--- src/rtl/vga_timing_if.sv ---
// Raster timing bundle between the VGA timing generator and the
// downstream video pipeline stages (background/menu, game logic).
interface vga_timing_if;
    logic [10:0] hcount_out;
    logic [10:0] vcount_out;
    logic        hsync_out;
    logic        vsync_out;
    logic        hblnk_out;
    logic        vblnk_out;
    logic        frame_start_out;

    // Producer side: the timing generator drives every field.
    modport master (
        output hcount_out,
        output vcount_out,
        output hsync_out,
        output vsync_out,
        output hblnk_out,
        output vblnk_out,
        output frame_start_out
    );

    // Consumer side: pipeline stages only observe the raster.
    modport slave (
        input hcount_out,
        input vcount_out,
        input hsync_out,
        input vsync_out,
        input hblnk_out,
        input vblnk_out,
        input frame_start_out
    );
endinterface

--- src/rtl/vga_timing.sv ---
// Free-running VGA raster timing generator (default 800x600 @ 60 Hz,
// 40 MHz pixel clock). Produces pixel/line counters, sync pulses,
// blanking flags and a one-cycle frame-start strobe. Every output is a
// register loaded from the next counter value, so flags always describe
// the counter values visible in the same cycle.
module vga_timing #(
    parameter int unsigned H_ACTIVE = 800,
    parameter int unsigned H_FP     = 40,
    parameter int unsigned H_SYNC   = 128,
    parameter int unsigned H_BP     = 88,
    parameter int unsigned V_ACTIVE = 600,
    parameter int unsigned V_FP     = 1,
    parameter int unsigned V_SYNC   = 4,
    parameter int unsigned V_BP     = 23,
    parameter int unsigned HS_POL   = 1,
    parameter int unsigned VS_POL   = 1
) (
    input  logic         clk,
    input  logic         rst,
    vga_timing_if.master vga
);

    localparam int unsigned H_TOTAL = H_ACTIVE + H_FP + H_SYNC + H_BP;
    localparam int unsigned V_TOTAL = V_ACTIVE + V_FP + V_SYNC + V_BP;

    // Counters are 11 bits wide; larger rasters cannot be represented.
    if ((H_TOTAL > 32'd2048) || (V_TOTAL > 32'd2048)) begin : g_total_too_large
        $fatal(1, "vga_timing: H_TOTAL and V_TOTAL must both be <= 2048");
    end

    localparam logic [10:0] H_LAST     = 11'(H_TOTAL - 32'd1);
    localparam logic [10:0] V_LAST     = 11'(V_TOTAL - 32'd1);
    localparam logic [10:0] H_ACT_END  = 11'(H_ACTIVE);
    localparam logic [10:0] V_ACT_END  = 11'(V_ACTIVE);
    localparam logic [10:0] HS_FIRST   = 11'(H_ACTIVE + H_FP);
    localparam logic [10:0] HS_LAST    = 11'(H_ACTIVE + H_FP + H_SYNC - 32'd1);
    localparam logic [10:0] VS_FIRST   = 11'(V_ACTIVE + V_FP);
    localparam logic [10:0] VS_LAST    = 11'(V_ACTIVE + V_FP + V_SYNC - 32'd1);
    localparam logic        HS_ACT_LVL = (HS_POL != 32'd0) ? 1'b1 : 1'b0;
    localparam logic        VS_ACT_LVL = (VS_POL != 32'd0) ? 1'b1 : 1'b0;

    logic [10:0] hcount_r;
    logic [10:0] vcount_r;
    logic        hsync_r;
    logic        vsync_r;
    logic        hblnk_r;
    logic        vblnk_r;
    logic        frame_start_r;

    logic        h_wrap_s;
    logic        v_wrap_s;
    logic [10:0] hcount_nxt_s;
    logic [10:0] vcount_nxt_s;
    logic        hsync_nxt_s;
    logic        vsync_nxt_s;
    logic        hblnk_nxt_s;
    logic        vblnk_nxt_s;
    logic        frame_start_nxt_s;

    // Next raster position: pixel counter wraps at line end, line counter
    // steps only on that wrap and itself wraps at frame end.
    always_comb begin
        h_wrap_s     = 1'b0;
        v_wrap_s     = 1'b0;
        hcount_nxt_s = 11'd0;
        vcount_nxt_s = 11'd0;

        h_wrap_s = (hcount_r == H_LAST);
        v_wrap_s = (vcount_r == V_LAST);

        if (h_wrap_s) begin
            hcount_nxt_s = 11'd0;
        end else begin
            hcount_nxt_s = hcount_r + 11'd1;
        end

        if (h_wrap_s) begin
            if (v_wrap_s) begin
                vcount_nxt_s = 11'd0;
            end else begin
                vcount_nxt_s = vcount_r + 11'd1;
            end
        end else begin
            vcount_nxt_s = vcount_r;
        end
    end

    // Flags decoded from the next position so they land in the same cycle
    // as the counter values they describe.
    always_comb begin
        hblnk_nxt_s       = 1'b0;
        vblnk_nxt_s       = 1'b0;
        hsync_nxt_s       = ~HS_ACT_LVL;
        vsync_nxt_s       = ~VS_ACT_LVL;
        frame_start_nxt_s = 1'b0;

        hblnk_nxt_s = (hcount_nxt_s >= H_ACT_END);
        vblnk_nxt_s = (vcount_nxt_s >= V_ACT_END);

        if ((hcount_nxt_s >= HS_FIRST) && (hcount_nxt_s <= HS_LAST)) begin
            hsync_nxt_s = HS_ACT_LVL;
        end else begin
            hsync_nxt_s = ~HS_ACT_LVL;
        end

        if ((vcount_nxt_s >= VS_FIRST) && (vcount_nxt_s <= VS_LAST)) begin
            vsync_nxt_s = VS_ACT_LVL;
        end else begin
            vsync_nxt_s = ~VS_ACT_LVL;
        end

        // Only the frame wrap edge produces the strobe; the reset state is
        // pixel (0,0) of frame 0 but never carries a strobe.
        if (h_wrap_s && v_wrap_s) begin
            frame_start_nxt_s = 1'b1;
        end else begin
            frame_start_nxt_s = 1'b0;
        end
    end

    // Raster state and registered outputs; reset forces the idle raster
    // immediately, independent of the pixel clock.
    always_ff @(posedge clk or negedge rst) begin
        if (!rst) begin
            hcount_r      <= 11'd0;
            vcount_r      <= 11'd0;
            hsync_r       <= ~HS_ACT_LVL;
            vsync_r       <= ~VS_ACT_LVL;
            hblnk_r       <= 1'b0;
            vblnk_r       <= 1'b0;
            frame_start_r <= 1'b0;
        end else begin
            hcount_r      <= hcount_nxt_s;
            vcount_r      <= vcount_nxt_s;
            hsync_r       <= hsync_nxt_s;
            vsync_r       <= vsync_nxt_s;
            hblnk_r       <= hblnk_nxt_s;
            vblnk_r       <= vblnk_nxt_s;
            frame_start_r <= frame_start_nxt_s;
        end
    end

    assign vga.hcount_out      = hcount_r;
    assign vga.vcount_out      = vcount_r;
    assign vga.hsync_out       = hsync_r;
    assign vga.vsync_out       = vsync_r;
    assign vga.hblnk_out       = hblnk_r;
    assign vga.vblnk_out       = vblnk_r;
    assign vga.frame_start_out = frame_start_r;

endmodule

--- src/flat_wrapper.sv ---
// flat-port wrapper written by rule: the top's interface ports become plain ports
module vga_timing_flat 
#(
    parameter int unsigned H_ACTIVE = 800,
    parameter int unsigned H_FP     = 40,
    parameter int unsigned H_SYNC   = 128,
    parameter int unsigned H_BP     = 88,
    parameter int unsigned V_ACTIVE = 600,
    parameter int unsigned V_FP     = 1,
    parameter int unsigned V_SYNC   = 4,
    parameter int unsigned V_BP     = 23,
    parameter int unsigned HS_POL   = 1,
    parameter int unsigned VS_POL   = 1
)
  (clk, rst, vga_hcount_out, vga_vcount_out, vga_hsync_out, vga_vsync_out, vga_hblnk_out, vga_vblnk_out, vga_frame_start_out);
  vga_timing_if vga_i ();
  input  logic clk;
  input  logic rst;
  output wire logic [$bits(vga_i.hcount_out)-1:0] vga_hcount_out;
  output wire logic [$bits(vga_i.vcount_out)-1:0] vga_vcount_out;
  output wire logic [$bits(vga_i.hsync_out)-1:0] vga_hsync_out;
  output wire logic [$bits(vga_i.vsync_out)-1:0] vga_vsync_out;
  output wire logic [$bits(vga_i.hblnk_out)-1:0] vga_hblnk_out;
  output wire logic [$bits(vga_i.vblnk_out)-1:0] vga_vblnk_out;
  output wire logic [$bits(vga_i.frame_start_out)-1:0] vga_frame_start_out;
  assign vga_hcount_out = vga_i.hcount_out;
  assign vga_vcount_out = vga_i.vcount_out;
  assign vga_hsync_out = vga_i.hsync_out;
  assign vga_vsync_out = vga_i.vsync_out;
  assign vga_hblnk_out = vga_i.hblnk_out;
  assign vga_vblnk_out = vga_i.vblnk_out;
  assign vga_frame_start_out = vga_i.frame_start_out;
  vga_timing #(.H_ACTIVE(H_ACTIVE), .H_FP(H_FP), .H_SYNC(H_SYNC), .H_BP(H_BP), .V_ACTIVE(V_ACTIVE), .V_FP(V_FP), .V_SYNC(V_SYNC), .V_BP(V_BP), .HS_POL(HS_POL), .VS_POL(VS_POL)) u_core (.clk(clk), .rst(rst), .vga(vga_i));
endmodule
--- config.mk ---
export PLATFORM = sky130hd
export DESIGN_NAME = vga_timing_flat
export DESIGN_NICKNAME = d
export VERILOG_FILES = /design/src/rtl/vga_timing_if.sv /design/src/rtl/vga_timing.sv /design/src/flat_wrapper.sv
export SDC_FILE = /design/constraint.sdc
export NUM_CORES = 1
export LEC_CHECK = 0
export CAP_MARGIN = 20
export CORE_ASPECT_RATIO = 1.75
export CORE_MARGIN = 4
export CORE_UTILIZATION = 55
export CTS_CLUSTER_SIZE = 28
export DETAILED_ROUTE_END_ITERATION = 8
export GPL_ROUTABILITY_DRIVEN = 0
export GPL_TIMING_DRIVEN = 0
export PLACE_DENSITY = 0.84
export SYNTH_ARGS = -nofsm -noshare
export SYNTH_HDL_FRONTEND = slang
export SYNTH_SLANG_ARGS = --single-unit
--- constraint.sdc ---
create_clock -name clk -period 3.35 [get_ports clk]
set_clock_uncertainty 0.2 [all_clocks]
set_input_delay 0.67 -clock clk [delete_from_list [all_inputs] [get_ports clk]]
set_output_delay 0.67 -clock clk [all_outputs]
set_load 0.05 [all_outputs]
# Word level (Yosys, flattened, before mapping)
# Cells that the tools add are included.
dict set report word_totals {
  inputBits 2
  elab_cells 26
  ff_bits 27
}
dict set report classes {
  reduce_logical 3
  add_sub_neg 2
  n_mux 6
  n_eq_ne 2
  order_cmp 6
}
# cell n
set op_table {}
lappend op_table {{11-bit by 10-bit >= comparator with 1-bit output, second input constant} 4}
lappend op_table {{11-bit 2-to-1 mux} 3}
lappend op_table {{11-bit by 1-bit adder with 11-bit output, second input constant} 2}
lappend op_table {{11-bit by 10-bit less-or-equal comparator with 1-bit output, second input constant} 2}
lappend op_table {{11-bit by 10-bit == test with 1-bit output, second input constant} 1}
lappend op_table {{11-bit == test, second input constant} 1}
lappend op_table {{1-bit logical AND} 3}
lappend op_table {{1-bit 2-to-1 mux} 3}

# Longest topological paths before layout
# Gate-level depths: netlist of the first run.
dict set report depth {
  depth_word 6
  depth_mapped 9
}

# Least setup slack after synthesis of the first run
# Ideal clock, no wire load.
dict set report synth_timing {
  kind {flip-flop to flip-flop}
  startpoint {reg u_core.hcount_r[0] (netlist: u_core.vga.hcount_out[0])}
  endpoint {reg u_core.vsync_r (netlist: u_core.vga.vsync_out)}
  n_path_buf 2
  period_less_slack_ps 2587
  setup_slack_ps 763
  t_arrival_ps 2292
  setup_ps 96
  path_stages_with_launch 10
  t_required_ps 3054
  path_cell_list {dfrtp_1 ha_1 and4_1 buf_6 nand3_2 buf_4 nor4_2 xnor2_1 nand3b_1 nor4_2}
}
dict set report synth_between {
  elab_chain_len 5
  word_cells_on_any_way 6
  classes_between {order compare: 2; eq/ne: 1; mux: 2; reduce/logical: 1}
}
# item line
set synth_lines {}
lappend synth_lines {{start: declaration} vga_timing.sv:42} ;# logic [10:0] hcount_r;
lappend synth_lines {{start signal: assignment} vga_timing.sv:133} ;# hcount_r <= hcount_nxt_s;
lappend synth_lines {{11-bit == test *} vga_timing.sv:68} ;# h_wrap_s = (hcount_r == H_LAST);
lappend synth_lines {{11-bit 2-to-1 mux *} vga_timing.sv:77} ;# if (h_wrap_s) begin
lappend synth_lines {{11-bit by 10-bit >= comparator with 1-bit output / 11-bit by 10-bit less-or-equal comparator with 1-bit output (equally long branches)} vga_timing.sv:106} ;# if ((vcount_nxt_s >= VS_FIRST) && (vcount_nxt_s <= VS_LAST)) begin
lappend synth_lines {{1-bit logical AND *} vga_timing.sv:106}
lappend synth_lines {{1-bit 2-to-1 mux *} vga_timing.sv:106}
lappend synth_lines {{named net u_core.vsync_nxt_s} vga_timing.sv:55} ;# logic vsync_nxt_s;
lappend synth_lines {{end signal: assignment} vga_timing.sv:128} ;# vsync_r <= ~VS_ACT_LVL;
lappend synth_lines {{end signal: assignment} vga_timing.sv:136} ;# vsync_r <= vsync_nxt_s;
lappend synth_lines {{end: declaration} vga_timing.sv:45} ;# logic vsync_r;
# The timed path passes the listed nets; every way through them passes the cells marked *.

# Worst setup path after layout of the first run
# Ends and elaborated chain as after synthesis.

==> results of run 1 <==
==> path summary, 6_finish.rpt <==
| check | cells past startpoint | end | slack [ns] | from |
|---|---|---|---|---|
| setup / recovery | 9 | u_core.vga.vsync_out | 0.81 | u_core.vga.hcount_out[0] |
| hold / removal | 1 | u_core.vga.hsync_out | 0.35 | u_core.vga.hcount_out[10] |
| setup reg to reg | 9 | u_core.vga.vsync_out | 0.81 | u_core.vga.hcount_out[0] |
| hold reg to reg | 1 | u_core.vga.hsync_out | 0.35 | u_core.vga.hcount_out[10] |
| max in group asynchronous | 2 | u_core.vga.vcount_out[3] | 1.91 | rst |
| min in group asynchronous | 1 | u_core.vga.hcount_out[5] | 0.56 | rst |
==> sequential cells by signal, summed over array words and instances (netlist names) <==
signal and flops:
u_core.vga.hsync_out 1, u_core.vga.vsync_out 1, u_core.vga.vcount_out 11, u_core.vga.hblnk_out 1
u_core.vga.frame_start_out 1, u_core.vga.vblnk_out 1, u_core.vga.hcount_out 11
==> layout make-up <==
type | count | area (µm²) | area share
clock inverters | 1 | 5.005 | 0.002616
repair buffers | 29 | 307.8 | 0.1609
flip-flops and latches | 27 | 675.6 | 0.3532
multi-input cells | 113 | 782.0 | 0.4088
plain buffers | 7 | 41.29 | 0.02158
clock buffers | 3 | 41.29 | 0.02158
inverters | 7 | 26.28 | 0.01373
well taps | 27 | 33.78 | 0.01766
==> layout by cell type (no fill, tap or decap), drive strengths merged, types with 3 or more instances in the layout <==
master         Yosys  final
nand3             11     11
inv                7      7
buf                5      6
nand2              8      8
dfrtp             27     27
a21oi              4      4
nor3               5      5
nor2              13     13
clkbuf             2      5
nor3b              3      3
o21ai             10     10
a31oi              4      4
xor2               4      4
nor4               3      3
and3               7      7
ha                 3      3
clkdlybuf4s50      0     28
nand4              4      4
xnor2             11     11
==> logic make-up after synthesis <==
group	share of synthesized area
AO/OA/AOI/OAI	0.1313
AND/OR/NAND/NOR	0.2576
flip-flops	0.4430
adder cells (fa/ha/maj)	0.02461
buffers and inverters	0.04430
multiplexers	0.01313
XOR/XNOR	0.08613
==> power breakdown <==
part | switching (mW) | total (mW) | internal, mW | leakage, nW
sequential | 0 | 0.326 | 0.326 | 0.363
clock | 0.103 | 0.186 | 0.0834 | 0.0255
combinational | 0.00707 | 0.0113 | 0.00425 | 0.420
total | 0.110 | 0.523 | 0.413 | 0.808
==> critical path, stage by stage, from the launching register on <==
cell,delay [ns]
dfrtp_1,0.45
ha_1,0.30
and4_1,0.23
buf_6,0.14
nand3_2,0.07
buf_4,0.20
nor4_2,0.30
xnor2_1,0.23
nand3b_1,0.15
nor4_2,0.18
==> metal layers <==
layer  part of all wire  up-vias  track usage
met5                  0        -            0
li1                   -      623            -
met1               0.39      622       0.2560
met2               0.55       37       0.3634
met4              0.025        0      0.08356
met3              0.038       10      0.02784
==> metrics by stage <==
stage | cells | area, µm² | total power, mW
2_1_floorplan | 154 | 1525 | 0.3322
3_3_place_gp | 209 | 1839 | 0.3396
3_5_place_dp | 210 | 1867 | 0.3440
4_1_cts | 214 | 1913 | 0.5246
5_1_grt | 214 | 1913 | 0.5459
6_report | 214 | 1913 | 0.5232
==> flow_summary.yaml, run 1 <==
job:
  max-cap-violations: 0
synthesis:
  ys_types: 44
  synthesis.area_mm2: 0.001525
  synth_most_common_cell: "dfrtp_1"
  ys_async_sr_fraction: 1.000
  avgSynthCellArea_um2: 9.904
  ys_seq_elements: 27
  netlist.top_cell.by_area: "dfrtp_1"
  synth-edff-count: 0
  seq_area_frac_synth: 0.4430
  synth_top_area_frac: 0.4430
  synthCells: 154
  synth_ff_type: "dfrtp_1"
  synth_area_leaders: "dfrtp_1, xnor2_1, nand3_1"
  synth.top_cells.by_count: "dfrtp_1, nor2_1, xnor2_1"
  ys_warn_count: 0
  synth_fp_nets: 159
critical_path:
  critPathArrivalTime_ns: 2.51
  required_ns: 3.33
  cp_max_fo: 10
  critical_path_class: "flip-flop to flip-flop"
  cp-end-kind: "flip-flop"
  cp-start-kind: "flip-flop"
cts:
  htreeDepth: 1
  ctsResizeCount: 0
  cts-buffers-inserted: 3
  clk_pin_slew_worst_paths_ns: 0.09
  clock_insertion_delay_worst_skew_ns: 0.27
  cts_num_sinks: 27
  cts_hold_buf: 0
  cts_setup_buffers: 0
  cts_root_buf: "clkbuf_8"
  max-clock-path-buffers: 2
  cts_tree: "yes"
drt:
  wl_mm: 3.437
  first_iter_violations: 14
  drt_first_pass_iters: 4
  drc_errors: 0
  ant_nets: 0
  via_per_inst: 6.037
  vias: 1292
  wl_per_cell_um: 16.06
sta:
  worstMarginPinSlew_ns: 0.5748
  finalMaxSlewViolations: 0
  hold_viol: 0
  slew_headroom: 0.6156
  timing.final.crit_share: 0.7570
  period_minus_slack_ns: 2.536
  postLayoutSetupSlackWorst_ns: 0.8141
  setup-tns-final_ns: 0
  hold_slack_ns: 0.3505
  rsz0062_at_grt: "no"
  fmax_mhz: 394.3
  finalSetupViolations: 0
final_layout:
  drive_above_1_share: 0.1283
  area_growth_pct: 25.43
  nFillCells: 201
  nNetsFinal: 193
  fin_util: 0.7112
  n_antenna_cell: 0
placed_design:
  dp_slack_ns: 0.8377
  port_buffers: 28
  dp_hpwl_mm: 2.624
floorplanning:
  core-area_mm2: 0.002690
  initial_core_util: 0.5670
  die_h_um: 77.66
  ios: 29
  rows: 25
  die_w_um: 47.81
  die_area_mm2: 0.003713
min_path:
  hold_class: "flip-flop to flip-flop"
power:
  power_leakage_nw: 0.8083
  power.density_mw_per_mm2: 273.5
  peakVddDrop_v: 0.0002587
grt:
  grt_pass1_wl_mm: 5.996
  grt_max_degree: 19
  grt_overflow_total: 0
  first_global_vias: 1356
  grt_usage: 0.2141
  grt_antenna_before_repair: 0
outcome:
  status: "complete, no violations"
(Power assumes the default switching activity.)
==> run 2: changes to the inputs <==
CORE_UTILIZATION = 46   (was 55)
PLACE_DENSITY = 0.75   (was 0.84)
clock period = 2.1 ns   (was 3.35 ns; I/O delays follow)
==> flow_summary.yaml, run 2 (synthesized netlist as in run 1, its figures left out) <==
outcome:
  status: "finished, violations left"
  failed_checks: "negative setup slack"
critical_path:
  rr_worst_depth: 7
  rr_startpoint: "u_core.vga.vcount_out[1]"
  cp_max_fo: 6
  rrSetupSlack_ns: -0.09
  r2r-end: "u_core.vga.vblnk_out"
  critPathArrivalTime_ns: 2.18
  cp-end-kind: "flip-flop"
  critical_path_class: "flip-flop to flip-flop"
  required_ns: 2.08
  cp-start-kind: "flip-flop"
sta:
  period_minus_slack_ns: 2.195
  slew_headroom: 0.6640
  hold_viol: 0
  fmax_mhz: 455.7
  worstMarginPinSlew_ns: 0.5060
  finalSetupViolations: 2
  finalMaxSlewViolations: 0
  timing.final.crit_share: 1.045
  hold_slack_ns: 0.2620
  postLayoutSetupSlackWorst_ns: -0.09466
  rsz0062_at_grt: "yes"
cts:
  cts_num_sinks: 27
  cts_tree: "yes"
  clock_insertion_delay_worst_skew_ns: 0.27
  cts-buffers-inserted: 3
  cts_hold_buf: 0
  max-clock-path-buffers: 2
  clk_pin_slew_worst_paths_ns: 0.09
  htreeDepth: 1
  cts_root_buf: "clkbuf_8"
grt:
  grt_pass1_wl_mm: 6.216
  grt_usage: 0.1826
  grt_overflow_total: 0
  first_global_vias: 1338
  grt_use_met2: 0.3318
  grt_max_degree: 21
  grt_antenna_before_repair: 0
  grt_busiest_layer: "met2"
  gr-usage-met1: 0.2100
  use_met3: 0.02131
drt:
  vias: 1347
  drc_errors: 0
  ant_nets: 0
  first_iter_violations: 21
  drt_first_pass_iters: 4
  wl_mm: 3.795
  wl_per_cell_um: 15.68
  via_per_inst: 5.566
min_path:
  hold_class: "input pin to asynchronous set/reset pin"
final_layout:
  n_antenna_cell: 0
  drive_above_1_share: 0.2965
  fin_util: 0.6820
  nNetsFinal: 205
  area_growth_pct: 42.00
  final_common_cell: "dlygate4sd2_1"
  layout.cells.non_filler: 242
  final_cell_mix: "dlygate4sd2_1, dfrtp_1, buf_4, nor2_1, dfrtp_2"
placed_design:
  port_buffers: 28
  dp.cells: 226
  dp_hpwl_mm: 2.633
power:
  power_frac_comb: 0.022
  power_leakage_nw: 0.9688
  clock_power_share: 0.354
  design_power_total_mw: 0.8322
  power.density_mw_per_mm2: 384.3
  switchingPower_mw: 0.1703
  p_seq_frac: 0.624
  switching_share: 0.2046
  internal_power_mw: 0.6619
  peakVddDrop_v: 0.0002784
floorplanning:
  die_h_um: 84.17
  initial_core_util: 0.4803
  die_area_mm2: 0.004337
  ios: 29
  core-area_mm2: 0.003176
  die_w_um: 51.53
  rows: 27
job:
  max-cap-violations: 0
run 2: metal layers:
| layer | wire length [µm] | share of wire | vias to the layer above |
|---|---|---|---|
| met5 | 0 | 0 | - |
| met4 | 40 | 0.011 | 0 |
| met3 | 93 | 0.025 | 4 |
| met2 | 2157 | 0.57 | 27 |
| met1 | 1504 | 0.40 | 670 |
| li1 | - | - | 646 |
run 2: power groups by stage:
stage | sequential, mW | clock, mW | combinational, mW
after floorplan | 0.530 | 0 | 0.000000328
after global placement | 0.530 | 0 | 0.0124
after detailed placement | 0.530 | 0 | 0.0188
after CTS | 0.519 | 0.302 | 0.0188
after global routing | 0.519 | 0.325 | 0.0205
final | 0.519 | 0.295 | 0.0180
run 2: final cells by class:
class,instances,area [µm²]
multi-input cells,113,903.4
plain buffers,6,48.80
clock buffers,4,45.04
flip-flops and latches,27,689.4
well taps,43,53.80
fillers,277,1010
inverters,7,26.28
repair buffers,42,399.1
run 2: critical path, stage by stage (launching register included):
cell and delay, ns:
dfrtp_2 0.46, ha_4 0.19, nor3b_1 0.16, and3_1 0.23, or4_4 0.50, o21ai_2 0.09, nor3_2 0.06, o31ai_2 0.22
run 2: how the worst max path moves through the flow:
stage                                         from              endpoint  cells past startpoint
after floorplan           u_core.vga.hcount_out[0]  u_core.vga.vsync_out                      9
after global placement    u_core.vga.hcount_out[5]  u_core.vga.vsync_out                      8
after detailed placement  u_core.vga.hcount_out[5]  u_core.vga.vsync_out                      8
after CTS                 u_core.vga.hcount_out[0]  u_core.vga.vsync_out                      9
after global routing      u_core.vga.hcount_out[8]  u_core.vga.vsync_out                      8
final                     u_core.vga.vcount_out[1]  u_core.vga.vblnk_out                      7
run 2: stage by stage:
step                worst slack, ns  TNS, ns  cell area, µm²
finish                     -0.09466  -0.1210            2166
floorplan                   -0.1440  -0.2817            1600
global route                -0.2218  -0.3966            2166
CTS                        -0.09597  -0.1905            2016
global placement            -0.1622   -1.546            1934
detailed placement          -0.1767  -0.3405            1962
run 2: what timing repair did:
item / in CTS / in global routing
hold endpoints to repair: 0 / 0
buffers inserted: 2 / 10
setup endpoints to repair: 22 / 4
resized for setup: 23 / 13
pin swaps: 3 / 3
gates cloned: 0 / 1
